===== config.mk =====
export PLATFORM = sky130hd
export DESIGN_NAME = izh_array
export DESIGN_NICKNAME = d
export VERILOG_FILES = /design/src/rtl/izh_array.sv
export SDC_FILE = /design/constraint.sdc
export NUM_CORES = 2
export LEC_CHECK = 0
export ABC_AREA = 1
export BUFFER_PORTS_ARGS = -buffer_cell sky130_fd_sc_hd__buf_2
export CORE_UTILIZATION = 60
export DETAILED_ROUTE_END_ITERATION = 16
export PLACE_DENSITY = 0.79
export RECOVER_POWER = 100
export REMOVE_ABC_BUFFERS = 1
export SLEW_MARGIN = 20
export SYNTH_ARGS = -nofsm -noshare
export SYNTH_HDL_FRONTEND = slang
export SYNTH_SLANG_ARGS = --single-unit
export TNS_END_PERCENT = 30

===== constraint.sdc =====
create_clock -name clk -period 13.3 [get_ports clk]
set_clock_uncertainty 0.2 [all_clocks]
set_input_delay 0.665 -clock clk [delete_from_list [all_inputs] [get_ports clk]]
set_output_delay 0.665 -clock clk [all_outputs]
set_load 0.03 [all_outputs]

===== src/rtl/izh_array.sv =====
// Time-multiplexed array of Izhikevich neurons sharing one fixed-point update datapath.
// A tick starts a sweep that updates one neuron per cycle and reports the new membrane value.
module izh_array #(
  parameter int N_NEURONS = 4,
  parameter int DW        = 16,
  parameter int FRAC      = 7,
  parameter int IW        = 8,
  parameter int DT_SHIFT  = 0,
  localparam int IDW      = (N_NEURONS > 1) ? $clog2(N_NEURONS) : 1
) (
  input  logic                      clk,
  input  logic                      reset,
  input  logic                      tick,
  input  logic [N_NEURONS*IW-1:0]   current,
  input  logic                      cfg_we,
  input  logic [1:0]                cfg_addr,
  input  logic signed [DW-1:0]      cfg_data,
  output logic                      busy,
  output logic                      done,
  output logic                      upd_valid,
  output logic [IDW-1:0]            upd_id,
  output logic signed [DW-1:0]      upd_v,
  output logic                      spike
);

  localparam int AW = 2*DW + 16;
  typedef logic signed [AW-1:0] wide_t;

  localparam wide_t VMAX  = {{(AW-DW+1){1'b0}}, {(DW-1){1'b1}}};
  localparam wide_t VMIN  = {{(AW-DW+1){1'b1}}, {(DW-1){1'b0}}};
  localparam wide_t VPEAK = wide_t'(30 * (1 << FRAC));
  localparam wide_t K41   = wide_t'(41);
  localparam wide_t K5    = wide_t'(5);
  localparam wide_t K140S = wide_t'(140 * (1 << FRAC));

  localparam logic signed [DW-1:0] A_RST = DW'(3);
  localparam logic signed [DW-1:0] B_RST = DW'(26);
  localparam logic signed [DW-1:0] C_RST = DW'(-65 * (1 << FRAC));
  localparam logic signed [DW-1:0] D_RST = DW'(8 * (1 << FRAC));
  localparam logic signed [DW-1:0] U_RST = DW'(-1690);

  typedef enum logic [1:0] {IDLE, RUN, DONE} state_t;

  function automatic logic signed [DW-1:0] sat(input wide_t x);
    if (x > VMAX)      return VMAX[DW-1:0];
    else if (x < VMIN) return VMIN[DW-1:0];
    else               return x[DW-1:0];
  endfunction

  state_t                 state;
  logic [IDW-1:0]         idx;
  logic signed [DW-1:0]   pa, pb, pc, pd;
  logic signed [DW-1:0]   v_mem [N_NEURONS];
  logic signed [DW-1:0]   u_mem [N_NEURONS];

  logic signed [IW-1:0]   i_cur;
  logic signed [DW-1:0]   v_next, u_next;
  logic                   fire;
  wide_t                  v_w, u_w, i_w, vv, dv, bv, du, v_new_w, u_new_w, ud_w;

  // update datapath for the neuron selected by idx
  always_comb begin
    i_cur   = current[idx*IW +: IW];
    v_w     = wide_t'(v_mem[idx]);
    u_w     = wide_t'(u_mem[idx]);
    i_w     = wide_t'(i_cur);
    vv      = (v_w * v_w) >>> FRAC;
    dv      = ((vv * K41) >>> 10) + K5 * v_w + K140S - u_w + (i_w <<< FRAC);
    v_new_w = v_w + (dv >>> DT_SHIFT);
    bv      = (wide_t'(pb) * v_w) >>> FRAC;
    du      = (wide_t'(pa) * (bv - u_w)) >>> FRAC;
    u_new_w = u_w + (du >>> DT_SHIFT);
    ud_w    = u_w + wide_t'(pd);
    fire    = (v_w >= VPEAK);
    v_next  = fire ? pc : sat(v_new_w);
    u_next  = fire ? sat(ud_w) : sat(u_new_w);
  end

  // sweep control, state write-back and registered outputs
  always_ff @(posedge clk or posedge reset) begin
    if (reset) begin
      state     <= IDLE;
      idx       <= '0;
      busy      <= 1'b0;
      done      <= 1'b0;
      upd_valid <= 1'b0;
      spike     <= 1'b0;
      upd_id    <= '0;
      upd_v     <= '0;
      pa        <= A_RST;
      pb        <= B_RST;
      pc        <= C_RST;
      pd        <= D_RST;
      for (int k = 0; k < N_NEURONS; k++) begin
        v_mem[k] <= C_RST;
        u_mem[k] <= U_RST;
      end
    end else begin
      done      <= 1'b0;
      upd_valid <= 1'b0;
      spike     <= 1'b0;
      if (cfg_we) begin
        case (cfg_addr)
          2'd0:    pa <= cfg_data;
          2'd1:    pb <= cfg_data;
          2'd2:    pc <= cfg_data;
          default: pd <= cfg_data;
        endcase
      end
      case (state)
        IDLE: begin
          // done is still high in the cycle right after DONE, so that tick is dropped
          if (tick && !done) begin
            state <= RUN;
            idx   <= '0;
            busy  <= 1'b1;
          end
        end
        RUN: begin
          v_mem[idx] <= v_next;
          u_mem[idx] <= u_next;
          upd_valid  <= 1'b1;
          upd_id     <= idx;
          upd_v      <= v_next;
          spike      <= fire;
          if (idx == IDW'(N_NEURONS-1)) state <= DONE;
          else                          idx   <= idx + 1'b1;
        end
        DONE: begin
          state <= IDLE;
          idx   <= '0;
          busy  <= 1'b0;
          done  <= 1'b1;
        end
        default: begin
          state <= IDLE;
          busy  <= 1'b0;
        end
      endcase
    end
  end

endmodule


=== Word-level counts from Yosys, hierarchy flattened ===
Cells that the tools add are included.

* Register bits after elaboration: 218
* Word-level logic and storage cells: 98

* $add $sub $neg: 9
* Multiply operators: 5
* Magnitude comparators: 9
* Equal/unequal tests: 8
* Shift-type cells: 1
* Multiplexer cells: 29
* Bitwise gates (word level): 3
* Reduce and logical (&&, ||, !) cells: 14

{| class="wikitable"
|+ Operators with widths
! cell !! number
|-
| $mux W16 || 13
|-
| $bwmux W64 || 2
|-
| $bmux W16 S2 || 2
|-
| $mul A16 B16 Y32 || 2
|-
| $mul A16 B26 Y42 || 1
|-
| $add A16 B35 Y36 || 1
|-
| $gt A36 B16 Y1 const B || 1
|-
| $lt A36 B16 Y1 const B || 1
|-
| $demux W16 S2 || 1
|-
| $mul A25 B7 Y32 const B || 1
|-
| $shiftx A32 B6 Y8 || 1
|-
| $add A16 B26 Y27 || 1
|-
| $gt A27 B16 Y1 const B || 1
|-
| $lt A27 B16 Y1 const B || 1
|-
| $add A25 B15 Y26 || 1
|-
| $sub A25 B16 Y26 || 1
|-
| $sub A24 B16 Y25 || 1
|-
| $add A23 B16 Y24 const B || 1
|-
| $add A22 B20 Y23 || 1
|-
| $mul A4 B16 Y20 const A || 1
|-
| $add A16 B16 Y17 || 1
|-
| $gt A17 B16 Y1 const B || 1
|-
| $lt A17 B16 Y1 const B || 1
|-
| $ge A16 B13 Y1 const B || 1
|-
| other kinds (20) || 39
|}

=== Logic depth before layout (Yosys ltp) ===
* Depth after elaboration: 16
* Mapped depth: 90
* Gate-level depth less buffers: 85

=== Worst setup path before layout ===
No wires, ideal clock.

* Path kind: reg-to-reg
* Start point: reg idx[0]
* End point: reg u_mem[10] (netlist bit)
* Setup time: 0.117 ns
* Arrival time: 14.444 ns
* Path slack: -1.461 ns
* Cell stages (with the launch flop): 76
* Buffers on the path: 7
* Path through: dfrtp_1 > buf_6 > buf_4 > buf_2 > buf_1 > nand2_1 > nand3_1 > nand2_1 > inv_1 > clkbuf_1 > nand2_1 > fa_1 > fa_1 > inv_1 > fa_1 > inv_1 > fa_1 > fa_1 > (+40 left out) > inv_1 > a21oi_1 > nand2_1 > a21oi_1 > nand2_1 > nand2_1 > nand2_1 > nor2_1 > nand4_1 > nor2_1 > nand2_1 > nand2_2 > nand2_2 > buf_6 > nand2_2 > nand2_2 > nand2_1 > nand2_1

* Cells in the longest elaborated chain, start to end: 13
* Elaborated cells on any way between the ends: 28

{| class="wikitable"
|+ RTL lines
! item !! line !! text
|-
| start, declared || 51 || <nowiki>logic [IDW-1:0] idx;</nowiki>
|-
| start signal, assigned || 127 || <nowiki>else idx <= idx + 1'b1;</nowiki>
|-
| $not A2 Y3 (not written as such) (*) || 64, 65, 121 ||
|-
| $bmux W16 S2 || 64 || <nowiki>v_w = wide_t'(v_mem[idx]);</nowiki>
|-
| $mux W16 (not written as such) (2 in series) || 64 ||
|-
| $mul A16 B16 Y32 || 70 || <nowiki>bv = (wide_t'(pb) * v_w) >>> FRAC;</nowiki>
|-
| $sub A25 B16 Y26 || 71 || <nowiki>du = (wide_t'(pa) * (bv - u_w)) >>> FRAC;</nowiki>
|-
| $mul A16 B26 Y42 || 71 ||
|-
| $add A16 B35 Y36 || 72 || <nowiki>u_new_w = u_w + (du >>> DT_SHIFT);</nowiki>
|-
| $lt A36 B16 Y1 || 46 || <nowiki>else if (x < VMIN) return VMIN[DW-1:0];</nowiki>
|-
| $mux W16 || 46 ||
|-
| $mux W16 || 45 || <nowiki>if (x > VMAX) return VMAX[DW-1:0];</nowiki>
|-
| $mux W16 || 76 || <nowiki>u_next = fire ? sat(ud_w) : sat(u_new_w);</nowiki>
|-
| $bwmux W64 (*) || 121 || <nowiki>u_mem[idx] <= u_next;</nowiki>
|-
| end signal, assigned by index || 121 ||
|-
| end, declared || 54 || <nowiki>logic signed [DW-1:0] u_mem [N_NEURONS];</nowiki>
|}

Every way passes the cells marked *; elsewhere a longest branch is shown, timed or not. The select of a mux whose other input is x is not followed.
A chain may end at the register's enable or synchronous reset.

=== Final worst setup path ===
* Start point: reg idx[0]
* End point: reg u_mem[35] (netlist bit)

Same word-level chain as after synthesis.

==> run_results.csv <==
group,metric,value,unit
routing,drt-initial-drc-count,4383,
timing,fin_ws,-1.81,ns
layout,filler_cell_count,6198,
worst_setup_path,critical-path-top-cell-by-count,"sky130_fd_sc_hd__fa_1",
floorplan,die_width,305,µm
worst_setup_path,worst-path-buf-inv,14,
routing,num_vias,51700,
yosys,synthCells,7137,
timing,rsz0062_at_grt,"yes",
clocking,cts.sinks,218,
global_route,grt_overflow,0,
yosys,synth.lib_cells_used.distinct,61,
layout,finish.cell_count_without_fillers,9403,
yosys,synth.avg_cell_area,7.71,µm²
routing,ratio_of_routed_vias_to_standard_cells,5.50,
floorplan,floorplan.core_area,0.0904,mm²
yosys,synth-async-reset-ratio,100,%
worst_setup_path,timing.critical_path.from_type,"flip-flop",
timing,final.period_utilization,114,%
worst_setup_path,critical_path.top_delay_family,"adder cells",
worst_setup_path,critical_path.slowest_cell,"sky130_fd_sc_hd__fa_2",
layout,share_of_post_route_cells_with_drive_strength_above_1,25.2,%
routing,met2_wirelength,86900,µm
clocking,h_tree_levels,1,
global_route,antenna_found_initial,8,
timing,timing.final.setup_violations,144,
clocking,cts_tree,"built",
worst_setup_path,timing.reg2reg.worst_path_depth,73,
clocking,clock_insertion_delay_worst_skew,0.54,ns
timing,worstMarginPinSlew,5.92,ns
clocking,cts.reportedPaths.clkPinSlew,0.06,ns
timing,slew-limit-headroom,-297,%
routing,firstDrtPassIters,7,
yosys,netlist.area_leader.share,36.2,%
routing,wl_met1,63400,µm
timing,timing.fmax,66.2,MHz
layout,register_area,0.00556,mm²
min_path,hp-class,"in2reg",
routing,drt-total-wl,179000,µm
layout,layout-area-overhead-vs-synth,26.1,%
job,max_cap_violations,1,
floorplan,pin_count,76,
yosys,synthDominantAreaCellType,"sky130_fd_sc_hd__fa_1",
worst_setup_path,crit_required,13.57,ns
yosys,ys.warnings.count,0,
global_route,grt_pass1_wl,281000,µm
global_route,grt_start_max_net_pins,136,
yosys,edff_count_synth,0,
place,post-place-cells,9240,
routing,drcViolationCount,0,
routing,routed.top_layer,"met5",
floorplan,rows,110,
floorplan,die_h,305,µm
global_route,number_of_global_route_vias_before_repair,54800,
worst_setup_path,worst_ep_arrival_time,15.38,ns
yosys,yosys_most_used_dff,"sky130_fd_sc_hd__dfrtp_1",
layout,finalInstanceArea,0.0694,mm²
routing,detail-route-antenna-nets,0,
clocking,max-clock-path-buffers,3,
layout,final_nets,9743,
worst_setup_path,end_kind,"flip-flop",
routing,drt-wirelength-per-cell,19.0,µm
yosys,synth_area_leaders,"sky130_fd_sc_hd__fa_1, sky130_fd_sc_hd__nand2_1, sky130_fd_sc_hd__ha_1",
clocking,post_cts_hold_buffer_count,0,
outcome,failed_checks,"capacitance limit, slew limit, setup timing",
outcome,status,"finished, violations left",
min_path,hold-path-cell-count,3,
yosys,synth_sequential_area_ratio,10.1,%
place,post_dp_cell_area,0.0643,mm²
timing,finalCriticalPeriod,15.11,ns
clocking,tritoncts.num_buffers,23,
clocking,clock_tree.root_cell,"sky130_fd_sc_hd__clkbuf_16",
place,numPortBuffers,75,
global_route,aggregate_global_route_resource_usage,38.3,%
timing,whs,0.241,ns
timing,final_max_slew_viol_count,136,
floorplan,initial_core_util,60.9,%
worst_setup_path,worst-path-max-fanout,7,
layout,multi_input_comb_area,0.0455,mm²
worst_setup_path,critPathKind,"reg2reg",
routing,detailroute.wirelength.met3,13600,µm
worst_setup_path,cp_slowest_stage_delay,0.65,ns
place,gp_routability_congestion,0.972,
timing,finalHoldViolations,0,
worst_setup_path,timing.critical_path.depth,73,
yosys,ys_seq_elements,218,
place,place.detailed.hpwl,145000,µm
floorplan,die_area,0.0929,mm²
yosys,netlist_area,0.0550,mm²
flip-flops by register name, indices dropped and copies added (netlist names):
register / count
u_mem: 64
v_mem: 64
pa: 16
pb: 16
pc: 16
pd: 16
upd_v: 16
idx: 2
state: 2
upd_id: 2
busy: 1
done: 1
spike: 1
upd_valid: 1
final timing paths:
path,from,end,slack (ns)
worst max-delay path,idx[0]$_DFFE_PP0P_,u_mem[35]$_DFFE_PP0P_,-1.81
worst min-delay path,tick,state[0]$_DFFE_PP0P_,0.24
worst max register to register,idx[0]$_DFFE_PP0P_,u_mem[35]$_DFFE_PP0P_,-1.81
worst min register to register,state[0]$_DFFE_PP0P_,done$_DFF_PP0_,0.25
max in group asynchronous,reset,idx[0]$_DFFE_PP0P_,8.15
min in group asynchronous,reset,upd_valid$_DFF_PP0_,1.78
per-stage QoR:
step,setup TNS [ns],utilization (%),setup WS [ns]
2_1_floorplan,-313.28,-,-3.07
3_3_place_gp,-170.90,71.1,-1.97
3_5_place_dp,-196.30,71.1,-2.13
4_1_cts,-141.21,74.5,-1.31
5_1_grt,-233.38,76.8,-2.33
6_report,-146.75,76.8,-1.81
layout by cell type, fill, tap and decap left out, types with 27 or more instances in the layout:
cell type and instances:
sky130_fd_sc_hd__inv_1 1552, sky130_fd_sc_hd__nand2_1 1505, sky130_fd_sc_hd__buf_4 1061, sky130_fd_sc_hd__fa_1 957, sky130_fd_sc_hd__nor2_1 612, sky130_fd_sc_hd__ha_1 427, sky130_fd_sc_hd__nand3_1 224, sky130_fd_sc_hd__nand2_2 165
sky130_fd_sc_hd__a21oi_1 161, sky130_fd_sc_hd__o21ai_0 154, sky130_fd_sc_hd__dfrtp_1 131, sky130_fd_sc_hd__xor2_1 112, sky130_fd_sc_hd__dfstp_2 86, sky130_fd_sc_hd__buf_2 74, sky130_fd_sc_hd__a21oi_2 72, sky130_fd_sc_hd__nor2_2 64
sky130_fd_sc_hd__xnor2_1 61, sky130_fd_sc_hd__inv_2 60, sky130_fd_sc_hd__ha_4 53, sky130_fd_sc_hd__buf_6 47, sky130_fd_sc_hd__nand2_4 44, sky130_fd_sc_hd__buf_12 38, sky130_fd_sc_hd__nor2_4 37, sky130_fd_sc_hd__fa_2 37
sky130_fd_sc_hd__o21ai_1 34, sky130_fd_sc_hd__nand4_1 30, sky130_fd_sc_hd__nand3_2 29, sky130_fd_sc_hd__nor3_1 27
logic make-up after synthesis:
kind of cell / synth area share [%]
buffers and inverters: 12.7
and+or+nand+nor: 20.7
adders and majority gates: 47.3
AOI/OAI and AO/OA: 6.13
xor gates and xnor gates: 3.10
DFF: 10.1
cells in the mapped netlist, types with 5 or more instances:
library cell / number
sky130_fd_sc_hd__nand2_1: 1645
sky130_fd_sc_hd__inv_1: 1616
sky130_fd_sc_hd__fa_1: 994
sky130_fd_sc_hd__nor2_1: 708
sky130_fd_sc_hd__ha_1: 489
sky130_fd_sc_hd__nand3_1: 254
sky130_fd_sc_hd__a21oi_1: 247
sky130_fd_sc_hd__o21ai_0: 199
sky130_fd_sc_hd__dfrtp_1: 132
sky130_fd_sc_hd__clkbuf_1: 131
sky130_fd_sc_hd__xor2_1: 129
sky130_fd_sc_hd__dfstp_2: 86
sky130_fd_sc_hd__nand2_2: 68
sky130_fd_sc_hd__xnor2_1: 64
sky130_fd_sc_hd__nor3_1: 41
sky130_fd_sc_hd__buf_1: 35
sky130_fd_sc_hd__nand4_1: 30
sky130_fd_sc_hd__o21a_1: 22
sky130_fd_sc_hd__clkinv_1: 20
sky130_fd_sc_hd__or2_2: 19
sky130_fd_sc_hd__a31oi_1: 17
sky130_fd_sc_hd__a32oi_1: 17
sky130_fd_sc_hd__a21o_1: 15
sky130_fd_sc_hd__o21bai_1: 15
sky130_fd_sc_hd__buf_2: 14
sky130_fd_sc_hd__or2_1: 12
sky130_fd_sc_hd__inv_2: 11
sky130_fd_sc_hd__o21ai_1: 8
sky130_fd_sc_hd__a211oi_1: 7
sky130_fd_sc_hd__nand3b_1: 7
sky130_fd_sc_hd__o22ai_1: 7
sky130_fd_sc_hd__o21ai_2: 6
sky130_fd_sc_hd__a21boi_0: 5
sky130_fd_sc_hd__a221oi_1: 5
sky130_fd_sc_hd__buf_6: 5
sky130_fd_sc_hd__nor4_1: 5
sky130_fd_sc_hd__o2111ai_1: 5
worst register-to-register path: cells and delay by family (launching register included):
family / cells / cell delay [ns]
DFF: 1 / 0.48
xor gates and xnor gates: 2 / 0.32
and+or+nand+nor: 31 / 3.56
AOI/OAI and AO/OA: 10 / 1.46
buffers and inverters: 14 / 1.42
adders and majority gates: 16 / 7.61
cell type report:
cell class                      instances  area share (%)
Antenna cell                            4          0.0144
Tap cell                             1176            2.12
Clock buffer                           35           0.966
Sequential cell                       218            8.02
Multi-Input combinational cell       5082            65.5
Inverter                             1647            8.98
Clock inverter                          7           0.153
Timing Repair Buffer                 1234            14.3
what timing repair did:
| action | 4_1_cts | 5_1_grt |
|---|---|---|
| pin swaps | 125 | 274 |
| resized for setup | 426 | 422 |
| buffers inserted | 69 | 45 |
| cloned | 4 | 2 |
| setup endpoints to repair | 144 | 144 |
per-layer routing:
| metal | GRT usage (%) | vias to the layer above |
|---|---|---|
| met2 | 65.8 | 2447 |
| met1 | 44.5 | 25100 |
| met3 | 6.09 | 802 |
| li1 | - | 23400 |
| met5 | 0 | - |
| met4 | 24.6 | 8 |
Power is left out: the tool's default activity adds up to more than one toggle a clock period on the data nets, which glitch-free logic cannot reach.
